===== config.mk =====
export PLATFORM = sky130hd
export DESIGN_NAME = fifo_ptr_sync_cmp
export DESIGN_NICKNAME = d
export VERILOG_FILES = /design/src/rtl/fifo_sync_pkg.sv /design/src/rtl/fifo_sync_chain.sv /design/src/rtl/fifo_ptr_sync_cmp.sv
export SDC_FILE = /design/constraint.sdc
export NUM_CORES = 1
export LEC_CHECK = 0
export CORE_ASPECT_RATIO = 1.5
export CORE_MARGIN = 5
export CORE_UTILIZATION = 47
export DETAILED_ROUTE_END_ITERATION = 16
export PLACE_DENSITY = 0.84
export SKIP_CTS_REPAIR_TIMING = 1
export SYNTH_ARGS = -nofsm -noshare
export SYNTH_HDL_FRONTEND = slang
export SYNTH_SLANG_ARGS = --single-unit
export TNS_END_PERCENT = 1

===== constraint.sdc =====
create_clock -name clk -period 3.8 [get_ports clk]
set_input_delay 0.76 -clock clk [delete_from_list [all_inputs] [get_ports clk]]
set_output_delay 0.76 -clock clk [all_outputs]
set_load 0.03 [all_outputs]

===== src/rtl/fifo_sync_pkg.sv =====
// Shared types and Gray-code helpers for the async FIFO pointer blocks.
// Helpers work on a fixed maximum width; callers zero-extend narrower pointers.
package fifo_sync_pkg;

  typedef enum logic {
    SYNC_EMPTY = 1'b0,
    SYNC_FULL  = 1'b1
  } sync_mode_e;

  localparam int PTR_MAX_W = 32;

  typedef logic [PTR_MAX_W-1:0] ptr_word_t;

  function automatic ptr_word_t bin2gray(input ptr_word_t bin);
    return bin ^ (bin >> 1);
  endfunction

  function automatic ptr_word_t gray2bin(input ptr_word_t gray);
    ptr_word_t bin;
    bin[PTR_MAX_W-1] = gray[PTR_MAX_W-1];
    for (int i = PTR_MAX_W - 2; i >= 0; i--) begin
      bin[i] = bin[i+1] ^ gray[i];
    end
    return bin;
  endfunction

  // A legal Gray pointer moves by at most one bit per destination cycle.
  function automatic logic gray_multi_step(input ptr_word_t prev, input ptr_word_t cur);
    return $countones(prev ^ cur) > 1;
  endfunction

endpackage


===== src/rtl/fifo_sync_chain.sv =====
// Plain multi-flop synchronizer for a Gray pointer crossing clock domains.
// No logic between stages so each stage has a full period to resolve.
module fifo_sync_chain #(
  parameter int WIDTH  = 5,
  parameter int STAGES = 2
) (
  input  logic             clk,
  input  logic             resetn,
  input  logic [WIDTH-1:0] d,
  output logic [WIDTH-1:0] q
);

  (* ASYNC_REG = "TRUE" *) logic [WIDTH-1:0] stage [STAGES];

  // NOTE: the stage array is a handful of flops, not a RAM, so every entry is
  // reset; leaving them unreset would let stale pointers escape after reset.
  always_ff @(posedge clk) begin
    if (!resetn) begin
      for (int i = 0; i < STAGES; i++) stage[i] <= '0;
    end else begin
      stage[0] <= d;
      for (int i = 1; i < STAGES; i++) stage[i] <= stage[i-1];
    end
  end

  assign q = stage[STAGES-1];

endmodule


===== src/rtl/fifo_ptr_sync_cmp.sv =====
// Destination-domain pointer synchronizer and empty/full comparator for the async FIFO.
// Also reports fill level, an almost flag and a sticky Gray-coherency error.
module fifo_ptr_sync_cmp
  import fifo_sync_pkg::*;
#(
  parameter int ADDR_WIDTH    = 4,
  parameter int SYNC_STAGES   = 2,
  parameter int MODE          = 0,
  parameter int ALMOST_THRESH = 2
) (
  input  logic                clk,
  input  logic                resetn,
  input  logic [ADDR_WIDTH:0] remote_gptr_in,
  input  logic [ADDR_WIDTH:0] local_bptr_in,
  input  logic                err_clr_in,
  output logic [ADDR_WIDTH:0] sync_gptr_out,
  output logic [ADDR_WIDTH:0] sync_bptr_out,
  output logic                flag_out,
  output logic                almost_out,
  output logic [ADDR_WIDTH:0] level_out,
  output logic                sync_ready_out,
  output logic                gray_err_out
);

  localparam int PW    = ADDR_WIDTH + 1;
  localparam int DEPTH = 1 << ADDR_WIDTH;

  localparam sync_mode_e MODE_E = (MODE == 1) ? SYNC_FULL : SYNC_EMPTY;

  localparam logic [PW-1:0] DEPTH_P = PW'(DEPTH);
  localparam logic [PW-1:0] THR_LO  = PW'(ALMOST_THRESH);
  localparam logic [PW-1:0] THR_HI  = PW'(DEPTH - ALMOST_THRESH);

  logic [PW-1:0] bin_d;
  logic [PW-1:0] level_d;
  logic          flag_d;
  logic          almost_d;
  logic [PW-1:0] prev_gptr;
  logic [2:0]    ready_cnt;
  logic          ready_d;
  logic          err_set;

  fifo_sync_chain #(
    .WIDTH  (PW),
    .STAGES (SYNC_STAGES)
  ) u_chain (
    .clk    (clk),
    .resetn (resetn),
    .d      (remote_gptr_in),
    .q      (sync_gptr_out)
  );

  // Conversion feeds both the binary register and the comparator so all
  // status outputs update on the same edge as sync_bptr_out.
  assign bin_d = PW'(gray2bin(PTR_MAX_W'(sync_gptr_out)));

  // NOTE: every signal written here gets a default first, so no path leaves
  // one unassigned and no latch is inferred.
  always_comb begin
    level_d  = '0;
    flag_d   = 1'b0;
    almost_d = 1'b0;
    if (MODE_E == SYNC_EMPTY) begin
      level_d  = bin_d - local_bptr_in;
      flag_d   = (bin_d == local_bptr_in);
      almost_d = (level_d <= THR_LO);
    end else begin
      level_d  = local_bptr_in - bin_d;
      flag_d   = (bin_d[PW-1] != local_bptr_in[PW-1]) &&
                 (bin_d[PW-2:0] == local_bptr_in[PW-2:0]);
      almost_d = (level_d >= THR_HI);
    end
  end

  // Ready is looked at one edge early so flags release on the same edge it rises.
  assign ready_d = sync_ready_out | (ready_cnt == 3'(SYNC_STAGES));

  // During priming the chain still carries reset zeros, so the check waits for ready.
  assign err_set = sync_ready_out &&
                   (gray_multi_step(PTR_MAX_W'(prev_gptr), PTR_MAX_W'(sync_gptr_out)) ||
                    (level_d > DEPTH_P));

  // NOTE: non-blocking assignments keep every register sampling pre-edge
  // values, independent of statement order inside this block.
  always_ff @(posedge clk) begin
    if (!resetn) begin
      sync_bptr_out  <= '0;
      level_out      <= '0;
      flag_out       <= 1'b1;
      almost_out     <= 1'b1;
      sync_ready_out <= 1'b0;
      ready_cnt      <= '0;
      prev_gptr      <= '0;
      gray_err_out   <= 1'b0;
    end else begin
      sync_bptr_out  <= bin_d;
      level_out      <= level_d;
      flag_out       <= ready_d ? flag_d   : 1'b1;
      almost_out     <= ready_d ? almost_d : 1'b1;
      sync_ready_out <= ready_d;
      if (ready_cnt != 3'(SYNC_STAGES)) ready_cnt <= ready_cnt + 3'd1;
      prev_gptr      <= sync_gptr_out;
      gray_err_out   <= err_set | (gray_err_out & ~err_clr_in);
    end
  end

endmodule


== After elaboration in Yosys (flattened, before gate mapping) ==
Memories as Yosys holds them, arrays and structs flattened.
Cells that the tools add are included.

* Bits in registers: 22
* Bits in latches: 0
* Memory bits (writable): 10
* ROM bits: 0
* Output and inout bits: 19
* Logic and storage cells: 66
* Memories kept: 1

{| class="wikitable"
|+ Memory list
! memory !! words !! width !! rd ports !! clocked after Yosys merged registers in !! wr ports !! line !! RTL
|-
| u_chain.stage || 2 || 5 || 2 || 0 || 2 || fifo_sync_chain.sv:13 || <nowiki>(* ASYNC_REG = "TRUE" *) logic [WIDTH-1:0] stage [STAGES];</nowiki>
|}

* $add $sub $neg: 33
* $mul: 0
* Div/mod/pow operators: 0
* Magnitude comparators: 3
* Equality and inequality tests: 3
* Shifts and indexed selects: 0
* Mux-type cells: 4
* Bitwise gates (word level): 11
* Reductions and logical operators: 3

{| class="wikitable"
|+ Operator list
! cell !! count
|-
| $add 1x1->2 const AB || 13
|-
| $add 2x2->3 || 8
|-
| $add 3x3->4 || 4
|-
| $add 4x4->5 || 2
|-
| $mux 5 || 2
|-
| $add 5x5->6 || 1
|-
| $gt 6x1->1 const B || 1
|-
| $eq 5x5->1 || 1
|-
| $gt 5x5->1 const B || 1
|-
| $le 5x2->1 const B || 1
|-
| $sub 5x5->5 || 1
|-
| $xor 5x5->5 || 1
|-
| $add 1x1->2 || 2
|-
| $or 1x1->1 || 4
|-
| $xor 1x1->1 || 4
|-
| $add 3x1->3 const B || 1
|-
| $eq 3x2->1 const B || 1
|-
| $ne 3x2->1 const B || 1
|-
| $add 1x1->2 const B || 1
|-
| $mux 1 || 2
|-
| $reduce_and 2->1 || 1
|-
| $and 1x1->1 || 1
|-
| $logic_and 1x1->1 || 1
|-
| $logic_or 1x1->1 || 1
|-
| $not 1->1 || 1
|}

== Longest topological paths before layout ==
* Depth after elaboration: 10
* Depth in mapped cells: 10

== Modules after synthesis ==
A second synthesis with hierarchy kept.

* Cell total of the unflattened synthesis: 120
* Area total of the unflattened synthesis: 1288.7 um2

{| class="wikitable"
|+ By module, submodules not included
! module !! instances !! cells an instance !! area an instance (um2) !! seq. area each (um2)
|-
| fifo_ptr_sync_cmp || 1 || 95 || 988.4 || 420.4
|-
| fifo_sync_chain || 1 || 25 || 300.3 || 200.2
|}

== Worst setup path before layout ==
OpenSTA, ideal clock, no wires.

* Path type: register to register
* Start point: memory u_chain.stage[1][4], in the netlist u_chain.stage[0][9]
* End point: register gray_err_out
* Library setup time: 0.143 ns
* Arrival: 2.554 ns
* Path slack: 1.103 ns
* Stages on the path, launching flop included: 11
* Clock period less this slack: 2.697 ns
* Cell sequence: dfxtp_1 > xor3_2 > xnor2_2 > xor2_2 > ha_1 > inv_1 > fa_1 > a21o_1 > a21oi_1 > xor2_1 > a221oi_1

{| class="wikitable"
|+ RTL lines
! item !! line !! RTL
|-
| from (decl) || fifo_sync_chain.sv:13 ||
|-
| to (signal assigned) || fifo_ptr_sync_cmp.sv:103 || <nowiki>gray_err_out <= err_set | (gray_err_out & ~err_clr_in);</nowiki>
|-
| to (decl) || fifo_ptr_sync_cmp.sv:22 || <nowiki>output logic gray_err_out</nowiki>
|}

==> metrics.md <==
| Metric | Value |
|---|---|
| # setup viols final | `0` |
| Final Cell Area | `between 0.0015 and 0.002 mm2` |
| Yosys top cell by area | `dfxtp_1` |
| Final Max Slew Viols | `0` |
| Setup TNS | `0 ps` |
| Reg2reg setup slack | `between 800 and 900 ps` |
| Global-route wire length before repair | `4229 um` |
| H-tree depth | `2` |
| Main synth FF type | `dfxtp_1` |
| Hold path depth | `1` |
| Worst-Margin Slew | `roughly 570 ps` |
| Die Height | `approximately 74 um` |
| Total die area | `~0.004 mm2` |
| Vias per inst | `~4.6` |
| Largest stage delay on the critical path | `roughly 540 ps` |
| RSZ-0062 raised after global routing | `false` |
| Synthesized flop and latch total | `31` |
| Ys async rst share | `0` |
| Wirelength per Cell | `between 10 and 15 um` |
| Final hold vios | `0` |
| PwrDens | `543.6 mW/mm2` |
| Root Driver | `clkbuf_8` |
| Skew final | `2.597 ps` |
| HP Class | `flop to flop` |
| Synth top area share | `0.4844` |
| Worst-path cell chain | `xor3_2 > xnor2_2 > xor2_2 > ha_1 > inv_1 > fa_1 > xnor2_1 > nand2_1 > mux2i_1 > a221oi_1` |
| Worst path bufs/invs | `1` |
| Final Wtd Congestion | `roughly 0.85` |
| Post-synthesis cell area | `about 0.0013 mm2` |
| Fmax achieved | `between 300 and 400 MHz` |
| Worst path slowest cell | `xor3_2` |
| Worst Path Required | `between 3000 and 4000 ps` |
| Yosys warns | `0` |
| CP top delay family | `XOR/XNOR gates` |
| Layout cells sized above 1 | `0.09272` |
| Pleak | `approximately 0.00074 uW` |
| Tmin final | `about 3000 ps` |
| Dpl cell area | `approximately 0.0016 mm2` |
| CORE AREA | `roughly 0.0026 mm2` |
| Setup CP Type | `flop to flop` |
| Vias | `around 860` |
| Max cap viols | `0` |
| # IOs | `32` |
| Syn nets | `about 140` |
| HPWL Detailed | `around 1900 um` |
| Iteration-0 DRC Markers | `10` |
| CP max FO | `6` |
| Drc violations | `0` |
| Num rows | `23` |
| Status | `completed` |
| Post-synthesis sequential area ratio | `0.4844` |
| Slew headroom | `0.6068` |
| Reg2Reg Depth | `10` |
| CTS tree | `yes` |
| Port Buffers | `31` |
| Final period utilization | `0.7871` |
| Initial Util | `0.4839` |
| Inserted Diodes | `0` |
| Post-route ant nets | `0` |
| Vias in the first global route | `around 950` |
| Worst setup SP type | `flop` |
| Post-synth EDFFs | `0` |
| VDD IR max | `between 0.0003 and 0.0004 V` |
| Top post-synthesis cells by area | `dfxtp_1 48%, and2_1 7.8%, ha_1 6.8%, xor2_1 4.8%, buf_4 3.5%` |
| DR pass1 iterations | `4` |
| Top post-synthesis cells by count | `31 x dfxtp_1, 16 x and2_1, 8 x nor2_1` |
| Post-Syn Instances | `120` |
| Most common cell in the synthesized netlist | `dfxtp_1` |
| Die Width | `roughly 53 um` |
| Post-Syn Area per Cell | `about 11 um2` |
| Clock tree buffer depth | `2` |
| Area Growth Syn to Fin | `30.08%` |
| Total grt overflow | `0` |
| Initial antenna violation count | `0` |
| TritonCTS buffer count | `5` |
| Largest net degree at the start of global routing | `22` |
| Total wire length | `2426 um` |
| GR Util All Layers | `0.1544` |
| Clk pin slew, worst setup/hold paths | `around 60 ps` |
| Clock Sinks | `31` |
| Worst-skew pair later-pin latency | `280 ps` |
| Data arrival, critical path | `roughly 3100 ps` |
| Final-stage net count | `~170` |
| Synth unique cells | `29` |
| Critical Path Sink Type | `flop` |
| Crit path depth | `10` |
-- per-layer routing --
metal / GRT usage / vias up / wire length, um
li1: - / 433 / -
met1: 0.1358 / 392 / 827
met2: 0.2914 / 27 / 1421
met3: 0.04409 / 7 / 102
met4: 0.1023 / 0 / 75
met5: 0 / - / 0
-- final cells by class --
| cell class | instances | area, um2 |
|---|---|---|
| Fill cell | 235 | 980.9 |
| Sequential cell | 31 | 620.6 |
| Multi-Input combinational cell | 73 | 578.1 |
| Timing Repair Buffer | 31 | 310.3 |
| Clock buffer | 7 | 76.32 |
| Tap cell | 37 | 46.29 |
| Inverter | 8 | 30.03 |
| Clock inverter | 1 | 5.005 |
-- final timing paths --
path                  startpoint             endpoint
max reg2reg  u_chain.stage[0][9]         gray_err_out
min          u_chain.stage[0][0]  u_chain.stage[0][5]
max          u_chain.stage[0][9]         gray_err_out
min reg2reg  u_chain.stage[0][0]  u_chain.stage[0][5]
-- report_power, final --
part           switching [uW]  internal [uW]  leakage [uW]  total, uW
logic                     150            130      0.000438        280
clock network             110            128     0.0000422        238
registers                19.6            369      0.000256        388
total                     279            627      0.000736        906
-- registers in the layout, indices dropped and copies added (netlist names) --
| signal | cells |
|---|---|
| u_chain.stage | 10 |
| level_out | 5 |
| sync_bptr_out | 5 |
| prev_gptr | 4 |
| ready_cnt | 3 |
| almost_out | 1 |
| flag_out | 1 |
| gray_err_out | 1 |
| sync_ready_out | 1 |
-- kinds of logic (layout without fill, tap and decap cells) --
group           count (synthesis)  in the layout  synth area share
flops                          31             31            0.4844
compound gates                 11             11           0.05371
fa+ha+maj                       9              9           0.09961
simple gates                   37             37            0.1621
xor+xnor                       14             14            0.1201
mux                             2              2           0.01563
buf+inv                        16             47           0.06445
-- through the flow --
stage          power, uW  setup slack (ps)  utilization  std cells  hold WS, ps
6_report           905.9             809.0       0.6295        188        434.2
3_5_place_dp       676.4             844.0       0.5988        180        420.4
3_3_place_gp       659.9              1005       0.5988        180        416.0
2_1_floorplan      580.0              1103            -        120        411.9
5_1_grt            962.7             595.4       0.6295        188        466.1
4_1_cts            916.3             802.7       0.6295        188        437.2
-- layout by cell type (no fill, tap or decap), types with 2 or more instances in the layout --
cell | synthesis | layout
inv_1 | 7 | 7
a21oi_1 | 3 | 3
nor2b_1 | 2 | 2
and2_2 | 2 | 2
clkbuf_1 | 2 | 2
nor2_1 | 8 | 8
xnor2_1 | 4 | 4
mux2i_1 | 2 | 2
and2_1 | 16 | 16
ha_1 | 7 | 7
dfxtp_1 | 31 | 31
clkbuf_8 | 0 | 5
clkdlybuf4s50_1 | 0 | 31
nand2b_1 | 2 | 2
nand2_1 | 3 | 3
fa_1 | 2 | 2
o21ai_0 | 4 | 4
xor2_1 | 7 | 7
Note: power is estimated with default switching activity, not from simulation.
